`config.mk`:
```
export PLATFORM = sky130hd
export DESIGN_NAME = stage_buffer
export DESIGN_NICKNAME = d
export VERILOG_FILES = /design/src/rtl/stage_buffer.sv
export SDC_FILE = /design/constraint.sdc
export NUM_CORES = 1
export LEC_CHECK = 0
export CAP_MARGIN = 0
export CORE_ASPECT_RATIO = 0.8
export CORE_MARGIN = 5
export CORE_UTILIZATION = 54
export DETAILED_ROUTE_END_ITERATION = 16
export PLACE_DENSITY = 0.81
export RECOVER_POWER = 25
export SYNTH_ARGS = -nofsm -noshare
export SYNTH_HDL_FRONTEND = slang
export SYNTH_SLANG_ARGS = --single-unit
```
`constraint.sdc`:
```
create_clock -name clk -period 4.95 [get_ports clk]
set_clock_uncertainty 0.05 [all_clocks]
set_input_delay 0.99 -clock clk [delete_from_list [all_inputs] [get_ports clk]]
set_output_delay 0.99 -clock clk [all_outputs]
set_load 0.01 [all_outputs]
```
`src/rtl/stage_buffer.sv`:
```
// Valid/ready elastic buffer placed between pipeline stages, with configurable
// payload width, depth, optional empty-bypass, and a synchronous flush.
module stage_buffer #(
    parameter int WIDTH       = 32,
    parameter int DEPTH       = 2,
    parameter int FALLTHROUGH = 0
) (
    input  logic                         clk,
    input  logic                         reset,
    input  logic                         flush,
    input  logic                         in_valid,
    output logic                         in_ready,
    input  logic [WIDTH-1:0]             in_data,
    output logic                         out_valid,
    input  logic                         out_ready,
    output logic [WIDTH-1:0]             out_data,
    output logic [$clog2(DEPTH+1)-1:0]   count
);

    localparam int CNT_W = $clog2(DEPTH + 1);
    localparam int PTR_W = (DEPTH > 1) ? $clog2(DEPTH) : 1;
    localparam logic [CNT_W-1:0] DEPTH_C  = CNT_W'(DEPTH);
    localparam logic [PTR_W-1:0] LAST_PTR = PTR_W'(DEPTH - 1);

    logic [WIDTH-1:0] mem_q [DEPTH];
    logic [WIDTH-1:0] mem_d [DEPTH];
    logic [PTR_W-1:0] rd_ptr_q, rd_ptr_d;
    logic [PTR_W-1:0] wr_ptr_q, wr_ptr_d;
    logic [CNT_W-1:0] count_q, count_d;
    logic             live_q, live_d;

    logic empty;
    logic bypass;
    logic push;
    logic pop;
    logic store;
    logic dequeue;

    function automatic logic [PTR_W-1:0] ptr_inc(input logic [PTR_W-1:0] p);
        return (p == LAST_PTR) ? '0 : p + PTR_W'(1);
    endfunction

    always_comb begin
        empty  = (count_q == '0);
        // live_q holds in_ready and the bypass path low until the first edge after reset
        bypass = (FALLTHROUGH != 0) && empty && live_q && in_valid;

        in_ready  = live_q && !flush && (count_q < DEPTH_C);
        out_valid = !flush && (!empty || bypass);
        out_data  = bypass ? in_data : mem_q[rd_ptr_q];

        push    = in_valid && in_ready;
        pop     = out_valid && out_ready;
        store   = push && !(bypass && pop);
        dequeue = pop && !bypass;

        mem_d    = mem_q;
        rd_ptr_d = rd_ptr_q;
        wr_ptr_d = wr_ptr_q;
        count_d  = count_q;
        live_d   = 1'b1;

        if (flush) begin
            rd_ptr_d = '0;
            wr_ptr_d = '0;
            count_d  = '0;
        end else begin
            if (store) begin
                mem_d[wr_ptr_q] = in_data;
                wr_ptr_d        = ptr_inc(wr_ptr_q);
            end
            if (dequeue) begin
                rd_ptr_d = ptr_inc(rd_ptr_q);
            end
            case ({store, dequeue})
                2'b10:   count_d = count_q + CNT_W'(1);
                2'b01:   count_d = count_q - CNT_W'(1);
                default: count_d = count_q;
            endcase
        end
    end

    always_ff @(posedge clk or posedge reset) begin
        if (reset) begin
            for (int i = 0; i < DEPTH; i++) begin
                mem_q[i] <= '0;
            end
            rd_ptr_q <= '0;
            wr_ptr_q <= '0;
            count_q  <= '0;
            live_q   <= 1'b0;
        end else begin
            mem_q    <= mem_d;
            rd_ptr_q <= rd_ptr_d;
            wr_ptr_q <= wr_ptr_d;
            count_q  <= count_d;
            live_q   <= live_d;
        end
    end

    assign count = count_q;

endmodule

```
Yosys cells after proc, flatten, opt, wreduce, memory -nomap -nowiden
Index checks and enable logic that the tools add are counted.
{ "word_totals": {"reg_bits": 69, "in_bits": 37, "output_inout_bits": 36, "elab_cells": 46} }
{ "op_classes": {"add_sub_neg": 4, "magnitude_cmp": 4, "eq_ne": 2, "muxes": 14, "n_bitwise": 3, "reduce_logical": 13} }
{ "op_table": {"columns": ["op", "n"], "rows": [
  ["32-bit two-way mux", 4],
  ["64-bit bitwise mux", 1],
  ["32-bit demux with 1-bit select", 1],
  ["1-bit logical AND", 6],
  ["1-bit two-way mux", 6],
  ["2-bit greater-or-equal comparator, second input constant", 2],
  ["1-bit inverter with 2-bit output", 2],
  ["2-bit case mux with 2 select lines", 1],
  ["2-bit nonzero test", 2],
  ["3-bit nonzero test", 1],
  ["1-bit adder, second input constant", 2],
  ["2-bit by 1-bit adder with 2-bit output, second input constant", 1],
  ["2-bit by 1-bit == test with 1-bit output, second input constant", 1],
  ["2-bit == test, second input constant", 1],
  ["1-bit logical NOT", 2],
  ["2-bit logical NOT", 1],
  ["2-bit by 1-bit less-than comparator with 1-bit output, second input constant", 1],
  ["2-bit less-than comparator, second input constant", 1],
  ["2-bit two-way mux", 1],
  ["2-bit AND reduction", 1],
  ["2-bit by 1-bit subtractor with 2-bit output, second input constant", 1],
  ["1-bit inverter", 1]
]} }

Depth between registers and ports, before layout
Gate-level depths: netlist of run 1.
{ "depth": {"word_depth": 7, "mapped_depth": 5, "mapped_depth_nobuf": 3} }

Worst setup path after synthesis of run 1
OpenSTA, ideal clock, no wires.
{ "synth_timing": {"kind": "input-to-output", "from": "input flush", "to": "output in_ready", "arrival_ns": 1.287, "required_time_ns": 3.910, "slack_ns": 2.623, "path_stages": 1, "n_path_buf": 0, "cell_sequence": "nor3b_2"} }
{ "synth_via": {"elab_chain_cells": 3} }
{ "synth_lines": {"columns": ["element", "line_no", "rtl"], "rows": [
  ["start, declared", "10", "input logic flush,"],
  ["1-bit logical NOT", "48", "in_ready = live_q && !flush && (count_q < DEPTH_C);"],
  ["1-bit logical AND (2 in series)", "48", null],
  ["end, declared", "12", "output logic in_ready,"]
]} }
No other way between the ends.

Final worst setup path of run 1
{ "layout_timing": {"from": "register rd_ptr_q", "to": "output out_data[12]"} }
{ "layout_via": {"elab_chain_cells": 4} }
{ "layout_lines": {"columns": ["element", "line_no", "rtl"], "rows": [
  ["start, declared", "27", "logic [PTR_W-1:0] rd_ptr_q, rd_ptr_d;"],
  ["start signal, assigned", "94", "rd_ptr_q <= rd_ptr_d;"],
  ["1-bit inverter with 2-bit output (implied by the code)", "50", "out_data = bypass ? in_data : mem_q[rd_ptr_q];"],
  ["32-bit two-way mux (implied by the code) (3 in series)", "50", null],
  ["end, declared", "16", "output logic [WIDTH-1:0] out_data,"]
]} }
No other way between the ends. The select of a mux whose other input is x is not followed.

==> results of run 1 <==
worst max-delay path, stage by stage (launching register included):
cell             delay [ps]
dfrtp_1                 910
buf_4                   370
mux2_2                  370
clkdlybuf4s50_1         490
through the flow:
step / util [%] / power (mW) / instances
after floorplan: - / 1.065 / 197
after global placement: 66.97 / 1.265 / 341
after detailed placement: 66.97 / 1.283 / 341
after CTS: 70.86 / 1.808 / 357
after global routing: 70.86 / 1.882 / 357
final: 70.86 / 1.781 / 357
where the power goes:
| group | internal [mW] | switching [mW] |
|---|---|---|
| Clock | 0.312 | 0.200 |
| Sequential | 0.703 | 0.0753 |
| Combinational | 0.339 | 0.152 |
| Total | 1.35 | 0.428 |
layer usage:
layer	vias up	global-route usage, %	share of wire, %
met1	924	24.03	46
met3	9	7.375	6.4
met4	0	4.972	1.0
li1	845	-	-
met2	51	25.54	46
met5	-	0	0
sequential cells by signal, indices dropped and copies added (netlist names):
name and flops:
rd_ptr_q 1, live_q 1, count 2, mem_q 64, wr_ptr_q 1
cell type report:
| class | count | area (sq um) |
|---|---|---|
| fillers | 447 | 1695 |
| flip-flops and latches | 69 | 1727 |
| multi-input cells | 115 | 1325 |
| inverters | 2 | 7.507 |
| repair buffers | 74 | 735.7 |
| clock buffers | 13 | 158.9 |
| well taps | 81 | 101.3 |
| clock inverters | 3 | 67.56 |
cell families after synthesis:
logic type	after synthesis
compound gates	6
xor+xnor	2
buf+inv	13
flops	69
mux	96
other cells	1
simple gates	10
Yosys cell counts, drive strengths merged:
library cell,count
nor2,4
buf,10
mux2,96
a21o,1
clkbuf,1
o21ai,2
inv,2
a311oi,1
nand3,1
nor3b,1
conb,1
dfrtp,69
xor2,1
and3b,2
nand4,1
a21oi,2
xnor2,1
nand2,1
final timing paths:
kind | start | end | slack, ps | cells past startpoint
worst max-delay path | rd_ptr_q$_DFFE_PP0P_ | out_data[12] | 1430 | 3
worst min-delay path | mem_q[19]$_DFFE_PP0P_ | mem_q[19]$_DFFE_PP0P_ | 450 | 1
worst max register to register | count[1]$_DFFE_PP0P_ | mem_q[35]$_DFFE_PP0P_ | 2690 | 3
worst min register to register | mem_q[19]$_DFFE_PP0P_ | mem_q[19]$_DFFE_PP0P_ | 450 | 1
max in group asynchronous | reset | mem_q[0]$_DFFE_PP0P_ | 2280 | 3
min in group asynchronous | reset | mem_q[11]$_DFFE_PP0P_ | 1460 | 2
==> results by group, run 1 <==
Run status
  – Status: finished, final reports clean

CTS
  – Post-CTS setup repair buffer count: 0
  – CTS tree: built
  – Resized cells post-CTS: 0
  – Clk root buf: clkbuf_8
  – Clock Latency Late Sink: 340 ps
  – H-tree Lvls: 3
  – Clock slew seen by the registers of the worst setup and hold paths: about 70 ps
  – Clock buffer depth: 2
  – Clk sinks: slightly below 70
  – Total CTS buffers: 9
  – Hold Buf Count CTS: 0

Yosys
  – Syn Inst Count: between 150 and 200
  – Syn Nets: about 230
  – Sequential area share after synthesis: a little over half
  – Synth unique cells: 21
  – Netlist Area Pre-Place: 0.003182 sq mm
  – Yosys top cell area share: a little over half
  – Synth area leaders: dfrtp_1, mux2_2, mux2_4
  – Simple-Gate Fraction of Synth Area: under 10%
  – Ys Warns: 0
  – Mux contribution to synthesized area: around 38%
  – Synth Area in Adders: 0%
  – Largest family of logic cells by synthesized area: multiplexers
  – Synth Area in XOR/XNOR: 0.5505%
  – Synth area leader: dfrtp_1
  – Yosys reg bits: between 60 and 70
  – Post-synthesis compound-gate area fraction: 1.140%
  – Syn_area_per_cell: roughly 16 sq um

Timing
  – Slew margin rel.: between 6 and 7%
  – Final setup violation count: 0
  – RSZ-0062 raised after global routing: no
  – Final Max Slew Viols: 0
  – Post-route setup TNS: 0 ps
  – Hold_ws: ~450 ps
  – Final hold vios: 0
  – Setup slack after layout: 1430 ps
  – Actual slew at the worst max-slew pin: 1405 ps
  – Post-route clock period utilization: 71.11%
  – Crit path time final: about 3500 ps
  – Fmax: between 200 and 300 MHz

Setup path
  – Arrival @ worst endpoint: 2480 ps
  – Critical path capture point type: primary output
  – Crit path max fanout: 20
  – Required @ worst endpoint: about 3900 ps
  – Setup crit start kind: flop
  – Critical path class: flop to primary output

Route
  – Initial DRC count: 62
  – WL per Instance: ~17 um
  – Vias post-DR: 1,829
  – Final WL: 5951 um
  – First-pass detailed-route iteration total: 4
  – Final ANT Viol Nets: 0
  – DR vias/cell: about 5
  – Residual DRC count: 0

Global routing
  – Initial antenna violation count: 0
  – Pin count of the biggest net entering global routing: 40
  – Vias in the first global route: around 2,100
  – Grt ovf: 0
  – First-pass GRT wire length: approximately 10,000 um
  – GRT Util Overall: between 10% and 20%

Die
  – Die ar.: 0.007537 sq mm
  – Placeable core region: roughly 0.0058 sq mm
  – I/O pins: 73
  – Horiz. Die Dim: 95.82 um
  – Initial Utilization: 54.69%
  – Die Ht: ~79 um
  – Core Rows: 25

Placement
  – Detailed placement HPWL: about 4000 um
  – Area of placed instances: ~0.0039 sq mm
  – Post-placement setup slack: ~1500 ps
  – GP Congestion: about 0.73
  – Number of port buffers: 72

Final layout
  – Nets: ~310
  – Share of cells above drive strength 1: a little over two fifths
  – Commonest cells after routing, fill and taps aside: dfrtp_1, clkdlybuf4s50_1, mux2_2
  – Post-layout instance area: 0.004123 sq mm
  – Diodes inserted: 0
  – Area grow syn2layout: 29.57%

Hold path
  – Worst Hold Class: flop to flop

Pwr
  – Leak pwr: between 1.5 and 2 nW
  – Peak supply drop: 0.0002159 V
  – Power density over the cells: between 400 and 500 mW/mm^2

Flow run
  – MaxCap Viol Count: 0
Note: power is estimated with default switching activity, not from simulation.
==> run 2: changes to the inputs <==
Settings changed: CORE_UTILIZATION 54 to 45, PLACE_DENSITY 0.81 to 0.72.
Clock period 4.95 ns to 3.1 ns, I/O delays scaled along.
==> run 2 against run 1 <==
Compared with the run above: the run now ends with capacitance limit, slew limit left; via count grew 0.44%; routed wire length grew 4.6%; total power grew 48%; cell count grew 3.1%; first-iteration DRC count shrank 42%; register-to-register slack lost 1400 ps.
==> results by group, run 2 (synthesis results as in run 1) <==
Setup path
  – Crit path max fanout: 6 (-70%)
  – CP Capture Point: in_ready
  – CP Cell Sequence: clkdlybuf4s50_1 > nor3b_2 > clkdlybuf4s50_1
  – Arrival @ worst endpoint: 2060 ps (-420 ps)
  – Slowest CP cell: clkdlybuf4s50_1
  – Most used cell, CP: clkdlybuf4s50_1
  – Worst r2r path cells: 4 (+1)
  – Critical path capture point type: primary output
  – Critical path class: input port to primary output
  – Worst path max stage delay: 600 ps (-310 ps)
  – Worst Setup SP: flush
  – Required @ worst endpoint: 2430 ps (-1480 ps)
  – RR Endpoint: mem_q[34]$_DFFE_PP0P_
  – Reg2reg start: count[1]$_DFFE_PP0P_
  – R2R setup slack: 1260 ps (-1430 ps)
  – Setup crit start kind: input port

Pwr
  – Reg power frac: 46.6% (+2.9 points)
  – Gate power share: 30.1% (+2.5 points)
  – Peak supply drop: 0.0003617 V (+68%)
  – Design Power: 2.645 mW (+48%)
  – Leak pwr: 1.807 nW (-0.30%)
  – Power density over the cells: 644.4 mW/mm^2 (+49%)
  – Net Switching: 0.6718 mW (+57%)
  – Clock power share: 23.3% (-5.4 points)
  – Internal power: 1.973 mW (+46%)
  – Switching Share: 25.40% (+1.4 points)

CTS
  – Clk root buf: clkbuf_8
  – Post-CTS setup repair buffer count: 0 (unchanged)
  – H-tree Lvls: 3 (unchanged)
  – Clk sinks: 69 (unchanged)
  – Total CTS buffers: 9 (unchanged)
  – Clock buffer depth: 2 (unchanged)
  – CTS tree: built
  – Resized cells post-CTS: 0 (unchanged)
  – Hold Buf Count CTS: 0 (unchanged)
  – Clock Latency Late Sink: 340 ps (about the same)
  – Clock slew seen by the registers of the worst setup and hold paths: 70 ps (about the same)

Timing
  – Post-route setup TNS: 0 ps (unchanged)
  – Slew margin rel.: -21.30% (-28 points)
  – Final hold vios: 0 (unchanged)
  – Final Max Slew Viols: 35 (+35)
  – Fmax: about 370 MHz
  – Post-route clock period utilization: 88.09%
  – Final setup violation count: 0 (unchanged)
  – Crit path time final: between 2000 and 3000 ps
  – Actual slew at the worst max-slew pin: 1820 ps (+414.5 ps)
  – RSZ-0062 raised after global routing: no

Final layout
  – Max FFs per register: 64 (unchanged)
  – Nets: 314 (+1.9%)
  – Post-Layout Cell Count: 368 (+3.1%)
  – Commonest cells after routing, fill and taps aside: clkdlybuf4s50_1, dfrtp_1, mux2_2
  – Largest reg by FF count: mem_q
  – Post-layout instance area: 0.004104 sq mm (-0.46%)
  – Area grow syn2layout: 28.98%
  – Share of cells above drive strength 1: 41.99% (+0.33 points)
  – Fin util: 59.55% (-11 points)
  – Most common library cell in the layout ignoring fill and taps: clkdlybuf4s50_1
  – Layout fillers: 586 (+31%)
  – Diodes inserted: 0 (unchanged)

Global routing
  – GRT Util Overall: 14.92% (-2.6 points)
  – Grt ovf: 0 (unchanged)
  – First-pass GRT wire length: 10,470 um (+4.5%)
  – Pin count of the biggest net entering global routing: 36 (-10%)
  – Vias in the first global route: 2,041 (-0.49%)
  – Initial antenna violation count: 0 (unchanged)

Die
  – Die ar.: 0.008863 sq mm (+18%)
  – I/O pins: 73 (unchanged)
  – Initial Utilization: 46.17% (-8.5 points)
  – Horiz. Die Dim: 104.0 um (+8.5%)
  – Core Rows: 27 (+8.0%)
  – Placeable core region: 0.006892 sq mm (+18%)
  – Die Ht: 85.21 um (+8.3%)

Placement
  – Detailed placement HPWL: 4289 um (+7.4%)
  – GP Congestion: 0.6706 (-8.3%)
  – Area of placed instances: 0.003949 sq mm (+1.3%)
  – DP Cell Count: 353 (+3.5%)
  – Number of port buffers: 72 (unchanged)

Route
  – Final WL: 6227 um (+4.6%)
  – Final ANT Viol Nets: 0 (unchanged)
  – Vias post-DR: 1,837 (+0.44%)
  – First-pass detailed-route iteration total: 4 (unchanged)
  – DR vias/cell: 4.992 (-2.6%)
  – WL per Instance: 16.92 um (+1.5%)
  – Initial DRC count: 36 (-42%)
  – Residual DRC count: 0 (unchanged)

Flow run
  – MaxCap Viol Count: 1 (+1)

Run status
  – Violated checks: capacitance limit, slew limit
  – Status: finished with violations

Hold path
  – Worst Hold Class: flop to flop
## run 2: power groups by stage
stage / Sequential, mW / Combinational [mW] / Clock [mW]
CTS: 1.23 / 0.811 / 0.641
detailed placement: 1.25 / 0.807 / 0
global route: 1.26 / 0.856 / 0.682
floorplan: 1.21 / 0.489 / 0
global placement: 1.24 / 0.790 / 0
finish: 1.23 / 0.795 / 0.616
## run 2: area by class of cell
class	instances	area, sq um	area share [%]
clock buffer	13	148.9	3.628
sequential	69	1727	42.07
inverter	2	7.507	0.1829
tap	87	108.9	2.652
multi-input combinational	115	1325	32.29
clock inverter	2	10.01	0.2439
timing repair buffer	80	777.0	18.93
## run 2: how the worst min path moves through the flow
stage / to / from / cells after the start / slack (ps)
final: mem_q[14]$_DFFE_PP0P_ / mem_q[14]$_DFFE_PP0P_ / 1 / 450
after global routing: mem_q[4]$_DFFE_PP0P_ / mem_q[4]$_DFFE_PP0P_ / 1 / 460
after CTS: mem_q[4]$_DFFE_PP0P_ / mem_q[4]$_DFFE_PP0P_ / 1 / 460
after detailed placement: mem_q[17]$_DFFE_PP0P_ / mem_q[17]$_DFFE_PP0P_ / 1 / 440
after global placement: mem_q[21]$_DFFE_PP0P_ / mem_q[21]$_DFFE_PP0P_ / 1 / 430
after floorplan: mem_q[29]$_DFFE_PP0P_ / mem_q[29]$_DFFE_PP0P_ / 1 / 420
## run 2: metal layers
metal	part of all wire, %	wire length, um	GRT usage, %
met1	48	2976	19.69
met2	45	2816	22.74
met3	6.2	387	6.616
met4	0.75	47	3.529
met5	0	0	0
## run 2: critical path: cells and delay by family
family,cells,cell delay [ps]
buffers and inverters,2,1110
AND/OR/NAND/NOR,1,330
## run 2: per-stage QoR
step	worst slack [ps]	hold WS (ps)
2_1_floorplan	690.1	423.6
3_3_place_gp	418.3	431.0
3_5_place_dp	391.3	438.6
4_1_cts	379.2	455.3
5_1_grt	163.9	463.8
6_report	369.1	452.7
